File: src/rtl/wb_port_arbiter_pkg.sv
// Shared constants for the register-file writeback path.
package wb_port_arbiter_pkg;

    localparam logic ENABLE  = 1'b1;
    localparam logic DISABLE = 1'b0;

    // Register-file geometry shared with the register file itself.
    localparam int REG_ADDR_W = 5;
    localparam int REG_COUNT  = 1 << REG_ADDR_W;

    localparam int DATA_W_DEF = 32;
    localparam logic [DATA_W_DEF-1:0] ZERO_DATA = '0;

endpackage

File: src/rtl/wb_port_arbiter_if.sv
// Writeback sources on one side, register-file write port and pending map on the other.
interface wb_port_arbiter_if #(
    parameter int N_SRC  = 3,
    parameter int DATA_W = 32,
    parameter int ADDR_W = 5
);
    logic [N_SRC-1:0]        src_valid;
    logic [N_SRC*ADDR_W-1:0] src_addr;
    logic [N_SRC*DATA_W-1:0] src_data;
    logic [N_SRC-1:0]        src_ready;
    logic                    we;
    logic [ADDR_W-1:0]       waddr;
    logic [DATA_W-1:0]       wdata;
    logic [(1<<ADDR_W)-1:0]  pending;

    modport master (
        output src_valid, src_addr, src_data,
        input  src_ready, we, waddr, wdata, pending
    );

    modport slave (
        input  src_valid, src_addr, src_data,
        output src_ready, we, waddr, wdata, pending
    );
endinterface

File: src/rtl/wb_port_arbiter_rr_age_arbiter.sv
// Round-robin arbiter that holds back younger slots colliding on an address
// with an older occupied slot. Owns the slot age matrix.
module rr_age_arbiter #(
    parameter int N     = 3,
    parameter int PTR_W = 2
) (
    input  logic             clk,
    input  logic             rst,
    input  logic [N-1:0]     req,           // slot occupied
    input  logic [N-1:0]     same_addr [N], // same_addr[a][b]: slots a and b target one register
    input  logic [PTR_W-1:0] rr_ptr,
    input  logic [N-1:0]     load,          // slots loading at the coming edge
    output logic [N-1:0]     grant
);

    // older_reg[i][j]: slot i was loaded before slot j
    logic [N-1:0] older_reg [N];
    logic [N-1:0] blocker   [N];
    logic [N-1:0] elig;
    logic         found;
    int           idx;

    genvar gi, gj;
    generate
        for (gj = 0; gj < N; gj++) begin : g_elig
            for (gi = 0; gi < N; gi++) begin : g_blk
                if (gi == gj) begin : g_self
                    assign blocker[gj][gi] = 1'b0;
                end else begin : g_other
                    assign blocker[gj][gi] = req[gi] & same_addr[gj][gi] & older_reg[gi][gj];
                end
            end
            assign elig[gj] = req[gj] & ~(|blocker[gj]);
        end

        for (gi = 0; gi < N; gi++) begin : g_age
            // A loading slot becomes youngest; same-edge loads rank by index.
            always_ff @(posedge clk) begin
                if (rst) begin
                    older_reg[gi] <= '0;
                end else begin
                    for (int j = 0; j < N; j++) begin
                        if (load[j]) begin
                            older_reg[gi][j] <= (gi != j) && (!load[gi] || (gi < j));
                        end else if (load[gi]) begin
                            older_reg[gi][j] <= 1'b0;
                        end
                    end
                end
            end
        end
    endgenerate

    // First eligible slot scanning upward from rr_ptr, wrapping.
    always_comb begin
        grant = '0;
        found = 1'b0;
        idx   = 0;
        for (int k = 0; k < N; k++) begin
            idx = int'(rr_ptr) + k;
            if (idx >= N) idx = idx - N;
            if (!found && elig[idx]) begin
                grant[idx] = 1'b1;
                found      = 1'b1;
            end
        end
    end

endmodule

File: src/rtl/wb_port_arbiter.sv
// Funnels several writeback sources into the single register-file write port
// and publishes which registers still have writes in flight.
import wb_port_arbiter_pkg::*;

module wb_port_arbiter #(
    parameter int N_SRC  = 3,
    parameter int DATA_W = 32,
    parameter int ADDR_W = REG_ADDR_W
) (
    input logic              clk,
    input logic              rst,
    wb_port_arbiter_if.slave bus
);

    localparam int PTR_W = (N_SRC > 1) ? $clog2(N_SRC) : 1;
    localparam int N_REG = 1 << ADDR_W;

    logic [N_SRC-1:0]  occ_reg;
    logic [ADDR_W-1:0] addr_reg [N_SRC];
    logic [DATA_W-1:0] data_reg [N_SRC];
    logic [PTR_W-1:0]  rr_ptr_reg;
    logic              we_reg;
    logic [ADDR_W-1:0] waddr_reg;
    logic [DATA_W-1:0] wdata_reg;

    logic [N_SRC-1:0]  grant;
    logic [N_SRC-1:0]  ready;
    logic [N_SRC-1:0]  load;
    logic [ADDR_W-1:0] in_addr  [N_SRC];
    logic [DATA_W-1:0] in_data  [N_SRC];
    logic [N_SRC-1:0]  same_addr [N_SRC];
    logic              any_grant;
    logic [PTR_W-1:0]  grant_idx;
    logic [ADDR_W-1:0] grant_addr;
    logic [DATA_W-1:0] grant_data;
    logic [N_REG-1:0]  pending_vec;

    genvar gi, gj;
    generate
        for (gi = 0; gi < N_SRC; gi++) begin : g_src
            assign in_addr[gi] = bus.src_addr[gi*ADDR_W +: ADDR_W];
            assign in_data[gi] = bus.src_data[gi*DATA_W +: DATA_W];
            // Ready bypasses the grant so a draining slot refills without a bubble.
            assign ready[gi]   = rst | ~occ_reg[gi] | grant[gi];
            // Writes to x0 complete the handshake but never occupy the slot.
            assign load[gi]    = bus.src_valid[gi] & ready[gi] & ~rst & (in_addr[gi] != '0);

            for (gj = 0; gj < N_SRC; gj++) begin : g_cmp
                assign same_addr[gi][gj] = (addr_reg[gi] == addr_reg[gj]);
            end

            // Slot holding register: load wins over drain so a grant+reload keeps it full.
            always_ff @(posedge clk) begin
                if (rst) begin
                    occ_reg[gi] <= DISABLE;
                end else if (load[gi]) begin
                    occ_reg[gi]  <= ENABLE;
                    addr_reg[gi] <= in_addr[gi];
                    data_reg[gi] <= in_data[gi];
                end else if (grant[gi]) begin
                    occ_reg[gi] <= DISABLE;
                end
            end
        end
    endgenerate

    rr_age_arbiter #(
        .N     (N_SRC),
        .PTR_W (PTR_W)
    ) u_arb (
        .clk       (clk),
        .rst       (rst),
        .req       (occ_reg),
        .same_addr (same_addr),
        .rr_ptr    (rr_ptr_reg),
        .load      (load),
        .grant     (grant)
    );

    // Select the granted slot's contents from the one-hot grant.
    always_comb begin
        grant_idx  = '0;
        grant_addr = '0;
        grant_data = '0;
        for (int i = 0; i < N_SRC; i++) begin
            if (grant[i]) begin
                grant_idx  = PTR_W'(i);
                grant_addr = addr_reg[i];
                grant_data = data_reg[i];
            end
        end
    end

    assign any_grant = |grant;

    // Round-robin pointer moves just past the winner; idle cycles leave it alone.
    always_ff @(posedge clk) begin
        if (rst) begin
            rr_ptr_reg <= '0;
        end else if (any_grant) begin
            rr_ptr_reg <= (grant_idx == PTR_W'(N_SRC-1)) ? '0 : grant_idx + PTR_W'(1);
        end
    end

    // Registered write port; address/data hold between writes.
    always_ff @(posedge clk) begin
        if (rst) begin
            we_reg    <= DISABLE;
            waddr_reg <= '0;
            wdata_reg <= DATA_W'(ZERO_DATA);
        end else if (any_grant) begin
            we_reg    <= ENABLE;
            waddr_reg <= grant_addr;
            wdata_reg <= grant_data;
        end else begin
            we_reg    <= DISABLE;
        end
    end

    // Pending map covers every slot plus the write currently on the port.
    always_comb begin
        pending_vec = '0;
        for (int i = 0; i < N_SRC; i++) begin
            if (occ_reg[i]) pending_vec[addr_reg[i]] = 1'b1;
        end
        if (we_reg) pending_vec[waddr_reg] = 1'b1;
        pending_vec[0] = 1'b0;
    end

    assign bus.src_ready = ready;
    assign bus.we        = we_reg;
    assign bus.waddr     = waddr_reg;
    assign bus.wdata     = wdata_reg;
    assign bus.pending   = pending_vec;

endmodule

File: src/flat_wrapper.sv
// flat-port wrapper written by rule: the top's interface ports become plain ports
module wb_port_arbiter_flat 
#(
    parameter int N_SRC  = 3,
    parameter int DATA_W = 32,
    parameter int ADDR_W = REG_ADDR_W
)
  (clk, rst, bus_src_valid, bus_src_addr, bus_src_data, bus_src_ready, bus_we, bus_waddr, bus_wdata, bus_pending);
  wb_port_arbiter_if #(.N_SRC(N_SRC), .DATA_W(DATA_W), .ADDR_W(ADDR_W)) bus_i ();
  input logic clk;
  input logic rst;
  input wire logic [$bits(bus_i.src_valid)-1:0] bus_src_valid;
  input wire logic [$bits(bus_i.src_addr)-1:0] bus_src_addr;
  input wire logic [$bits(bus_i.src_data)-1:0] bus_src_data;
  output wire logic [$bits(bus_i.src_ready)-1:0] bus_src_ready;
  output wire logic [$bits(bus_i.we)-1:0] bus_we;
  output wire logic [$bits(bus_i.waddr)-1:0] bus_waddr;
  output wire logic [$bits(bus_i.wdata)-1:0] bus_wdata;
  output wire logic [$bits(bus_i.pending)-1:0] bus_pending;
  assign bus_i.src_valid = bus_src_valid;
  assign bus_i.src_addr = bus_src_addr;
  assign bus_i.src_data = bus_src_data;
  assign bus_src_ready = bus_i.src_ready;
  assign bus_we = bus_i.we;
  assign bus_waddr = bus_i.waddr;
  assign bus_wdata = bus_i.wdata;
  assign bus_pending = bus_i.pending;
  wb_port_arbiter #(.N_SRC(N_SRC), .DATA_W(DATA_W), .ADDR_W(ADDR_W)) u_core (.clk(clk), .rst(rst), .bus(bus_i));
endmodule
File: config.mk
export PLATFORM = sky130hd
export DESIGN_NAME = wb_port_arbiter_flat
export DESIGN_NICKNAME = d
export VERILOG_FILES = /design/src/rtl/wb_port_arbiter_pkg.sv /design/src/rtl/wb_port_arbiter_if.sv /design/src/rtl/wb_port_arbiter_rr_age_arbiter.sv /design/src/rtl/wb_port_arbiter.sv /design/src/flat_wrapper.sv
export SDC_FILE = /design/constraint.sdc
export NUM_CORES = 1
export LEC_CHECK = 0
export ABC_CLOCK_PERIOD_IN_PS = 7100
export BUFFER_PORTS_ARGS = -buffer_cell sky130_fd_sc_hd__clkbuf_2
export CAP_MARGIN = 10
export CELL_PAD_IN_SITES_DETAIL_PLACEMENT = 0
export CELL_PAD_IN_SITES_GLOBAL_PLACEMENT = 2
export CORE_MARGIN = 2
export CORE_UTILIZATION = 35
export CTS_CLUSTER_DIAMETER = 150
export CTS_CLUSTER_SIZE = 10
export DETAILED_ROUTE_END_ITERATION = 12
export PLACE_DENSITY = 0.77
export SLEW_MARGIN = 20
export SYNTH_ARGS = -nofsm -noshare
export SYNTH_HDL_FRONTEND = slang
export SYNTH_SLANG_ARGS = --single-unit
File: constraint.sdc
create_clock -name clk -period 7.1 [get_ports clk]
set_input_delay 0.355 -clock clk [delete_from_list [all_inputs] [get_ports clk]]
set_output_delay 0.355 -clock clk [all_outputs]
set_load 0.02 [all_outputs]
==> results.yml, run 1 <==
synth:
  avgSynthCellArea_sq_um: 12.0
  synth.distinct_cells: 62
  synth_top_area_cell: "edfxtp_1"
  synth.area.top_cells: "edfxtp_1 45%, dfxtp_1 11%, a2111oi_2 7.1%"
  synthArstFlopShare_pct: 0
  yosys_most_used_dff: "edfxtp_1"
  synth_fp_nets: 774
  syn_area_sq_um: 7850
  synthesis.instances: 654
  yosysWarnings: 0
  synth_edf_count: 117
  ys_ff_latch: 160
  synth_top_area_share_pct: 44.8
  ys_seq_area_share_pct: 55.7
drt:
  via_per_inst: 5.56
  drc: 0
  antenna_left: 0
  initialDrtViolationCount: 416
  post_drt_wl_per_cell_um: 20.3
  wl_mm: 22.4
  vias: 6135
  dr.pass1.iters: 5
timing:
  tightestPinTransition_ns: 0.962
  hold_viol_final: 0
  maxSlewHeadroom_pct: 35.9
  rsz0062_at_grt: "false"
  timing.fmax_mhz: 211
  tns_ns: 0
  skew_ns: 0.00861
  finalCritPeriodShare_pct: 66.7
  finalCriticalPeriod_ns: 4.74
  finalMaxSlewViolations: 0
  final-setup-viol-count: 0
run_status:
  status: "complete, no violations"
critical_path:
  max_stage_delay_ns: 0.74
  end_kind: "output port"
  critPathTopFamily: "simple AND/OR/NAND/NOR gates"
  critPathSlowestCell: "a22oi_4"
  crit_fanout: 53
  worstSetupStartpointType: "flop"
  required_ns: 6.74
  worstSetupPathType: "reg -> out"
  path_buf_inv: 2
  critPathArrivalTime_ns: 4.38
  crit_chain: "xnor2_1 > nand3_2 > o31ai_4 > nor2_2 > and4_4 > or2_4 > a22oi_4 > buf_4 > nor2b_1 > nand2_1 > clkbuf_2"
power:
  peakVddDrop_uv: 171
  p_leak_nw: 3.54
  power_mw: 3.49
  power.density_nw_per_um2: 368
clocking:
  cts_tree: "built"
  cts-root-buf: "clkbuf_16"
  cts-htree-levels: 4
  cts_sinks: 160
  insertion_delay_ns: 0.42
  postCtsSetupRepairBufs: 0
  path_clk_slew_ns: 0.07
  numCtsBuffers: 17
  cts-resized-gates: 0
  cts_max_path_buffers: 2
  cts_hold_buf: 0
die:
  ioPinCount: 189
  die_height_um: 154
  rows: 54
  initial_core_util_pct: 35.9
  die_area_sq_um: 23600
  core_sq_um: 21900
  die_w_um: 154
grt:
  grt_max_degree: 80
  grt_pass1_wl_mm: 35.1
  track_usage_pct: 18.9
  grt-ovfl-total: 0
  first_global_vias: 6352
  antenna_found_initial: 3
cells_and_area:
  area_delta_synth_final_pct: 21.0
  drive_above_1_share_pct: 35.9
  multiInputGateArea_sq_um: 3150
  nFillCells: 2110
  final_area_sq_um: 9500
  final_nets: 931
  ff_latch_area_sq_um: 4370
  n_antenna_cell: 0
  largest_register_ff_count: 96
placed_design:
  io_buffers: 187
  detailed_place.area_sq_um: 8900
  place_hpwl_mm: 15.8
  routabilityCongestion: 0.852
worst_hold_path:
  min_path_type: "in -> reg"
run:
  max_cap_violations: 0
## routing by layer
layer  track usage [%]  part of all wire (%)  vias up
met5                 0                  0.20        -
met4              6.33                   1.4        6
met3              5.75                   7.8       35
met2              30.5                    48      274
met1              24.3                    43     2982
li1                  -                     -     2838
## cells by family (layout without fill, tap and decap cells)
family | after synthesis | in the layout | synth area share, %
AND/OR/NAND/NOR | 235 | 235 | 15.9
AO/OA/AOI/OAI | 175 | 175 | 21.2
flip-flops | 160 | 160 | 55.7
buffers and inverters | 64 | 234 | 4.72
XOR/XNOR | 15 | 15 | 1.77
adder cells (fa/ha/maj) | 4 | 4 | 0.638
other | 1 | 1 | 0.0478
## worst reg2reg max path: stages (launching register included)
cell and delay, ns:
edfxtp_1 0.55, xnor2_1 0.25, nand3_2 0.16, o31a_1 0.41
a2111o_1 0.45, a21oi_1 0.23, o21a_1 0.20, a211oi_4 0.05
buf_4 0.31, a211oi_4 0.88, buf_4 0.50, or3_1 0.18
## cell type report
class	count	area share, %
inverters	7	0.277
clock inverters	12	1.67
well taps	280	3.69
flip-flops and latches	160	46.1
multi-input cells	430	33.2
clock buffers	20	4.60
repair buffers	195	10.5
## cells in the final DEF, fill, tap and decap left out, types with 3 or more instances in the layout
cell type and count:
o22ai_2 10, nor3b_1 6, a2111oi_2 37, clkbuf_1 3, o221ai_1 17, clkbuf_2 186, nand2b_1 36, nand3_1 6
nor2_1 91, buf_4 8, o22ai_1 35, and3b_1 7, a22oi_1 17, nand3b_1 11, nor2b_1 7, o21ai_0 5
dfxtp_1 43, xnor2_1 14, or3b_2 5, a221o_1 8, o211ai_1 8, and3_1 7, nand2_1 27, a21oi_1 16
ha_1 4, bufinv_16 3, edfxtp_1 117, or4_1 4, clkinvlp_4 3, inv_1 7, nor3_1 5, clkbuf_16 17
or3_1 8
## cells in the mapped netlist (2+ instances only)
library cell and number:
a2111o_1 2, buf_2 14, a22oi_1 17, o31ai_1 2, inv_1 7, nor2_1 91
or3b_2 5, buf_4 13, nor3b_1 8, o31a_1 2, nand3_1 6, o21a_1 2
clkbuf_1 20, a221o_1 8, o211ai_1 8, nor2b_1 7, o22ai_1 35, o22ai_2 10
a21oi_1 17, buf_6 7, and3_1 7, nand3b_1 11, nor3_1 5, or3_1 8
a211oi_1 3, xnor2_1 14, buf_1 2, nand2b_1 36, dfxtp_1 43, or4_1 4
nand2_1 27, a2111oi_2 37, and3b_1 7, o21ai_0 5, edfxtp_1 117, ha_1 4
o221ai_1 17, nor4_1 2
## final timing paths
| kind | start | end | slack [ns] | cells after the start |
|---|---|---|---|---|
| setup / recovery | u_core.addr_reg[0][9] | bus_src_ready[2] | 2.36 | 11 |
| hold / removal | bus_src_data[76] | u_core.data_reg[0][76] | 0.11 | 1 |
| setup reg to reg | u_core.addr_reg[0][9] | u_core.u_arb.older_reg[1][0] | 2.65 | 11 |
| hold reg to reg | u_core.rr_ptr_reg[1] | u_core.rr_ptr_reg[1] | 0.51 | 2 |
## power breakdown
group          switching [mW]  leakage, nW  internal [mW]  total [mW]
clock network           0.370        0.281          0.557       0.926
registers               0.131         1.45           1.18        1.31
logic                   0.808         1.81          0.449        1.26
total                    1.31         3.54           2.18        3.49
## through the flow
stage,std cells,setup slack [ns],util (%),hold WS (ns)
floorplan,654,1.52,-,0.454
global placement,1072,2.82,40.6,0.498
detailed placement,1072,2.66,40.6,0.508
CTS,1104,2.26,43.4,0.0858
global route,1104,1.99,43.4,0.0860
finish,1104,2.36,43.4,0.110
No activity file was read; power rests on OpenSTA's default activity.
==> run 2, diff against run 1 <==
- ABC_CLOCK_PERIOD_IN_PS: 7100 -> 4400
- clock period: 7.1 -> 4.4 ns (I/O delays scaled with it)
==> run 2 against run 1 <==
Core utilization rose by 5.3 points. Clock-buffer cell count fell by 3. Via count rose by 6.0%. Critical path depth did not move. Wire length rose by 6.2%. Total power rose by 64%. Global-route usage rose by 1.3 points. Final cell count rose by 10%. Highest routed layer unchanged. Critical endpoint is now bus_src_ready[0]. Clock skew rose by 0.011 ns.
==> results.yml, run 2 (synthesis gave the netlist of run 1 again) <==
run_status:
  status: "complete, no violations"
critical_path:
  r2r-start: "u_core.addr_reg[0][2]"
  max_stage_delay_ns: 0.61
  critPathSlowestCell: "edfxtp_1"
  critPathArrivalTime_ns: 3.86
  worst-r2r-cell-count: 10
  worstSetupStartpointType: "flop"
  crit_chain: "xnor2_1 > nand3_1 > o31ai_2 > a2111o_1 > a21oi_1 > or2_4 > a211oi_4 > buf_4 > nand2_1 > or2_2 > clkbuf_2"
  rr_endpoint: "u_core.bus.wdata[1]"
  worstSetupPathType: "reg -> out"
  required_ns: 4.18
  crit_fanout: 40
  end_kind: "output port"
  ff2ff_setup_slack_ns: 0.71
placed_design:
  routabilityCongestion: 0.884
  place_hpwl_mm: 16.1
  dp_cells: 1077
  io_buffers: 187
timing:
  hold_viol_final: 0
  timing.fmax_mhz: 245
  finalMaxSlewViolations: 0
  tns_ns: 0
  finalCriticalPeriod_ns: 4.08
  final-setup-viol-count: 0
  rsz0062_at_grt: "false"
  tightestPinTransition_ns: 1.17
  maxSlewHeadroom_pct: 22.1
  skew_ns: 0.0195
  worst_hold_slack_ns: 0.0160
  finalCritPeriodShare_pct: 92.7
grt:
  first_global_vias: 6668
  track_usage_pct: 20.2
  grt_max_degree: 61
  antenna_found_initial: 1
  grt-ovfl-total: 0
  grt_pass1_wl_mm: 37.5
die:
  die_area_sq_um: 23600
  ioPinCount: 189
  initial_core_util_pct: 35.9
  rows: 54
  core_sq_um: 21900
  die_height_um: 154
  die_w_um: 154
clocking:
  numCtsBuffers: 17
  insertion_delay_ns: 0.44
  cts_sinks: 160
  cts_tree: "built"
  cts_max_path_buffers: 2
  postCtsSetupRepairBufs: 0
  cts-htree-levels: 4
  cts-root-buf: "clkbuf_16"
  path_clk_slew_ns: 0.07
drt:
  drc: 0
  via_per_inst: 5.34
  dr.pass1.iters: 5
  wl_mm: 23.8
  antenna_left: 0
  vias: 6506
  post_drt_wl_per_cell_um: 19.5
  initialDrtViolationCount: 374
worst_hold_path:
  holdCritStartpoint: "bus_src_addr[12]"
  hold-path-endpoint: "u_core.addr_reg[0][12]"
  min_path_type: "in -> reg"
  holdPathStages: 1
cells_and_area:
  final_nets: 1045
  final_common_cell: "clkbuf_2"
  largest_register_ff_count: 96
  area_delta_synth_final_pct: 35.7
  drive_above_1_share_pct: 32.3
  final_cells: 1218
  final_cell_mix: "186 x clkbuf_2, 117 x edfxtp_1, 109 x dlygate4sd3_1"
  n_antenna_cell: 0
run:
  max_cap_violations: 0
power:
  p_leak_nw: 4.04
  peakVddDrop_uv: 331
  power.density_nw_per_um2: 537
[run 2: cell types whose count changed in the layout (fill, tap and decap cells not counted), sizes merged]
cell / before / now
dlygate4sd3: 0 / 109
buf: 9 / 14
inv: 10 / 15
clkinv: 3 / 7
bufinv: 3 / 0
clkbuf: 206 / 203
clkinvlp: 3 / 0
[run 2: power by group]
part	switching [mW]	total, mW	internal (mW)	leakage, nW
clock	0.710	1.48	0.769	0.294
combinational	1.32	2.13	0.803	2.29
sequential	0.223	2.12	1.90	1.45
[run 2: worst max-delay path by stage]
| stage | startpoint | endpoint | slack (ns) | cells after the start |
|---|---|---|---|---|
| after CTS | u_core.addr_reg[0][2] | bus_src_ready[0] | 0.32 | 11 |
| after global placement | u_core.addr_reg[0][2] | u_core.u_arb.older_reg[2][0] | 0.76 | 9 |
| after detailed placement | u_core.addr_reg[0][2] | u_core.bus.wdata[12] | 0.72 | 10 |
| final | u_core.addr_reg[0][2] | bus_src_ready[0] | 0.32 | 11 |
| after floorplan | u_core.addr_reg[0][10] | u_core.u_arb.older_reg[0][1] | 0.21 | 10 |
| after global routing | u_core.addr_reg[0][2] | bus_src_ready[0] | 0.06 | 11 |
[run 2: stage by stage]
stage | power [mW] | utilization [%] | instance area, sq um | setup slack [ns]
floorplan | 3.66 | - | 7860 | 0.210
global placement | 4.17 | 40.9 | 8950 | 0.758
detailed placement | 4.22 | 40.9 | 8950 | 0.717
CTS | 5.78 | 48.7 | 10700 | 0.316
global route | 6.05 | 48.7 | 10700 | 0.0559
finish | 5.72 | 48.7 | 10700 | 0.321
[run 2: cell type report]
type                            instances  area, sq um
Fill cell                            1992        11200
Sequential cell                       160         4370
Multi-Input combinational cell        430         3140
Timing Repair Buffer                  309         2150
Clock buffer                           17          425
Tap cell                              280          350
Clock inverter                         15          181
Inverter                                7         26.3
[run 2: layer usage]
metal | GRT usage (%) | share of wire (%) | vias to the layer above
met5 | 0 | 0.046 | -
met4 | 5.16 | 1.0 | 2
met3 | 3.95 | 7.1 | 26
met2 | 34.3 | 50 | 274
met1 | 26.7 | 41 | 3135
li1 | - | - | 3069
[run 2: worst max-delay path, delay by kind of cell (launching register included)]
family / cells / cell delay (ns)
AO/OA/AOI/OAI: 4 / 0.91
AND/OR/NAND/NOR: 4 / 0.88
buffers and inverters: 2 / 0.70
flip-flops: 1 / 0.61
XOR/XNOR: 1 / 0.34
[run 2: timing repair]
item                      in CTS  in global routing
resized for setup              0                  0
hold endpoints to repair     109                  0
hold buffers                 109                  0
==> run 3, diff against run 2 <==
- CORE_UTILIZATION: 35 -> 34
- PLACE_DENSITY: 0.77 -> 0.76
- SYNTH_HIERARCHICAL: unset -> 1
==> run 3 against run 2 <==
Critical path depth grew 1. Clock power down 4%. Global-route usage grew 0.38 points. Final cell count is 3.6% lower. Sequential power barely moved. Clock skew is 0.011 ns lower.
==> results.yml, run 3 <==
cells_and_area:
  final_nets: 1006
  drive_above_1_share_pct: 30.6
  final_cells: 1174
  nFillCells: 1914
  ff_latch_area_sq_um: 4370
  final_area_sq_um: 10200
  area_delta_synth_final_pct: 39.5
  final_cell_mix: "186 x clkbuf_2, 117 x edfxtp_1, 109 x dlygate4sd3_1"
  final_common_cell: "clkbuf_2"
  final_util_pct: 48.6
  largest_register_ff_count: 96
  n_antenna_cell: 0
  multiInputGateArea_sq_um: 2740
clocking:
  cts_max_path_buffers: 2
  cts_tree: "built"
  cts-root-buf: "clkbuf_16"
  cts-htree-levels: 4
  numCtsBuffers: 17
  cts_sinks: 160
  path_clk_slew_ns: 0.07
  insertion_delay_ns: 0.42
drt:
  post_drt_wl_per_cell_um: 19.8
  antenna_left: 0
  drc: 0
  initialDrtViolationCount: 332
  dr.pass1.iters: 5
  via_per_inst: 5.39
  vias: 6322
  wl_mm: 23.2
critical_path:
  critPathArrivalTime_ns: 4.39
  worstSetupPathType: "reg -> reg"
  crit_fanout: 19
  required_ns: 4.66
  end_kind: "flop"
  worstSetupStartpointType: "flop"
die:
  die_height_um: 151
  die_area_sq_um: 22800
  initial_core_util_pct: 34.8
  rows: 53
  ioPinCount: 189
  core_sq_um: 21100
  die_w_um: 151
power:
  power_mw: 5.99
  peakVddDrop_uv: 280
  p_leak_nw: 3.85
  power.density_nw_per_um2: 585
timing:
  final-setup-viol-count: 0
  finalCriticalPeriod_ns: 4.13
  hold_viol_final: 0
  rsz0062_at_grt: "false"
  finalCritPeriodShare_pct: 93.8
  maxSlewHeadroom_pct: 41.9
  tightestPinTransition_ns: 0.871
  setup_ws_ns: 0.271
  worst_hold_slack_ns: 0.0284
  skew_ns: 0.00847
  timing.fmax_mhz: 242
  tns_ns: 0
  finalMaxSlewViolations: 0
grt:
  grt-ovfl-total: 0
  first_global_vias: 6463
  track_usage_pct: 20.6
  grt_pass1_wl_mm: 35.6
  grt_max_degree: 43
  antenna_found_initial: 0
synth:
  avgSynthCellArea_sq_um: 12.2
  synth_fp_nets: 722
  synthesis.instances: 602
  yosysWarnings: 6
  syn_area_sq_um: 7340
worst_hold_path:
  min_path_type: "in -> reg"
run_status:
  status: "complete, no violations"
placed_design:
  dpl_worst_slack_ns: 0.408
  place_hpwl_mm: 16.2
  dp_cells: 1033
  detailed_place.area_sq_um: 8570
  io_buffers: 187
  routabilityCongestion: 0.883
run:
  max_cap_violations: 0
-- run 3: cell types whose count changed in the layout (fill, tap and decap cells not counted), moves of 10 or more --
cell | before | now
a21oi_1 | 16 | 5
a221o_1 | 8 | 20
a22oi_1 | 17 | 0
nand2_1 | 27 | 10
nand2b_1 | 36 | 7
o221ai_1 | 17 | 7
o22ai_1 | 35 | 62
o22ai_2 | 10 | 0
-- run 3: cell type report --
cell class / count / area share (%)
multi-input combinational: 387 / 26.7
clock inverter: 13 / 1.27
tap: 275 / 3.36
sequential: 160 / 42.7
timing repair buffer: 311 / 21.3
inverter: 9 / 0.342
clock buffer: 19 / 4.33
-- run 3: layer usage --
metal	share of wire [%]	vias to the layer above	track usage (%)
li1	-	2949	-
met1	40	3030	24.8
met2	49	289	35.7
met3	6.7	54	4.16
met4	3.9	0	9.25
met5	0	-	0
-- run 3: path summary, 6_finish.rpt --
kind / start / to / slack, ns / depth (start not counted)
hold / removal: bus_src_addr[4] / u_core/addr_reg[0][4] / 0.03 / 1
setup reg to reg: u_core/addr_reg[0][12] / u_core/bus.wdata[26] / 0.27 / 12
setup / recovery: u_core/addr_reg[0][12] / u_core/bus.wdata[26] / 0.27 / 12
hold reg to reg: u_core/bus.wdata[30] / u_core/bus.wdata[30] / 0.50 / 2
-- run 3: critical path: stages, from the launching register on --
cell and delay (ns):
edfxtp_1 0.56, xnor2_1 0.23, nand3_1 0.11, nor3_1 0.27, nand3_1 0.17, a31oi_1 0.44
o211ai_1 0.19, a21boi_0 0.17, o221ai_1 0.36, nand2b_2 0.44, buf_4 0.34, o22ai_1 0.13
a2111oi_1 0.55
-- run 3: power by group --
part | switching (mW) | internal (mW) | total [mW]
clock network | 0.615 | 0.805 | 1.42
logic | 1.54 | 0.915 | 2.45
registers | 0.207 | 1.91 | 2.12
-- run 3: timing repair --
item,CTS,global route
hold buffers,109,0
buffers inserted,0,0
endpoints found under the hold margin,109,0
endpoints found under the setup margin,0,1
resized for setup,0,1
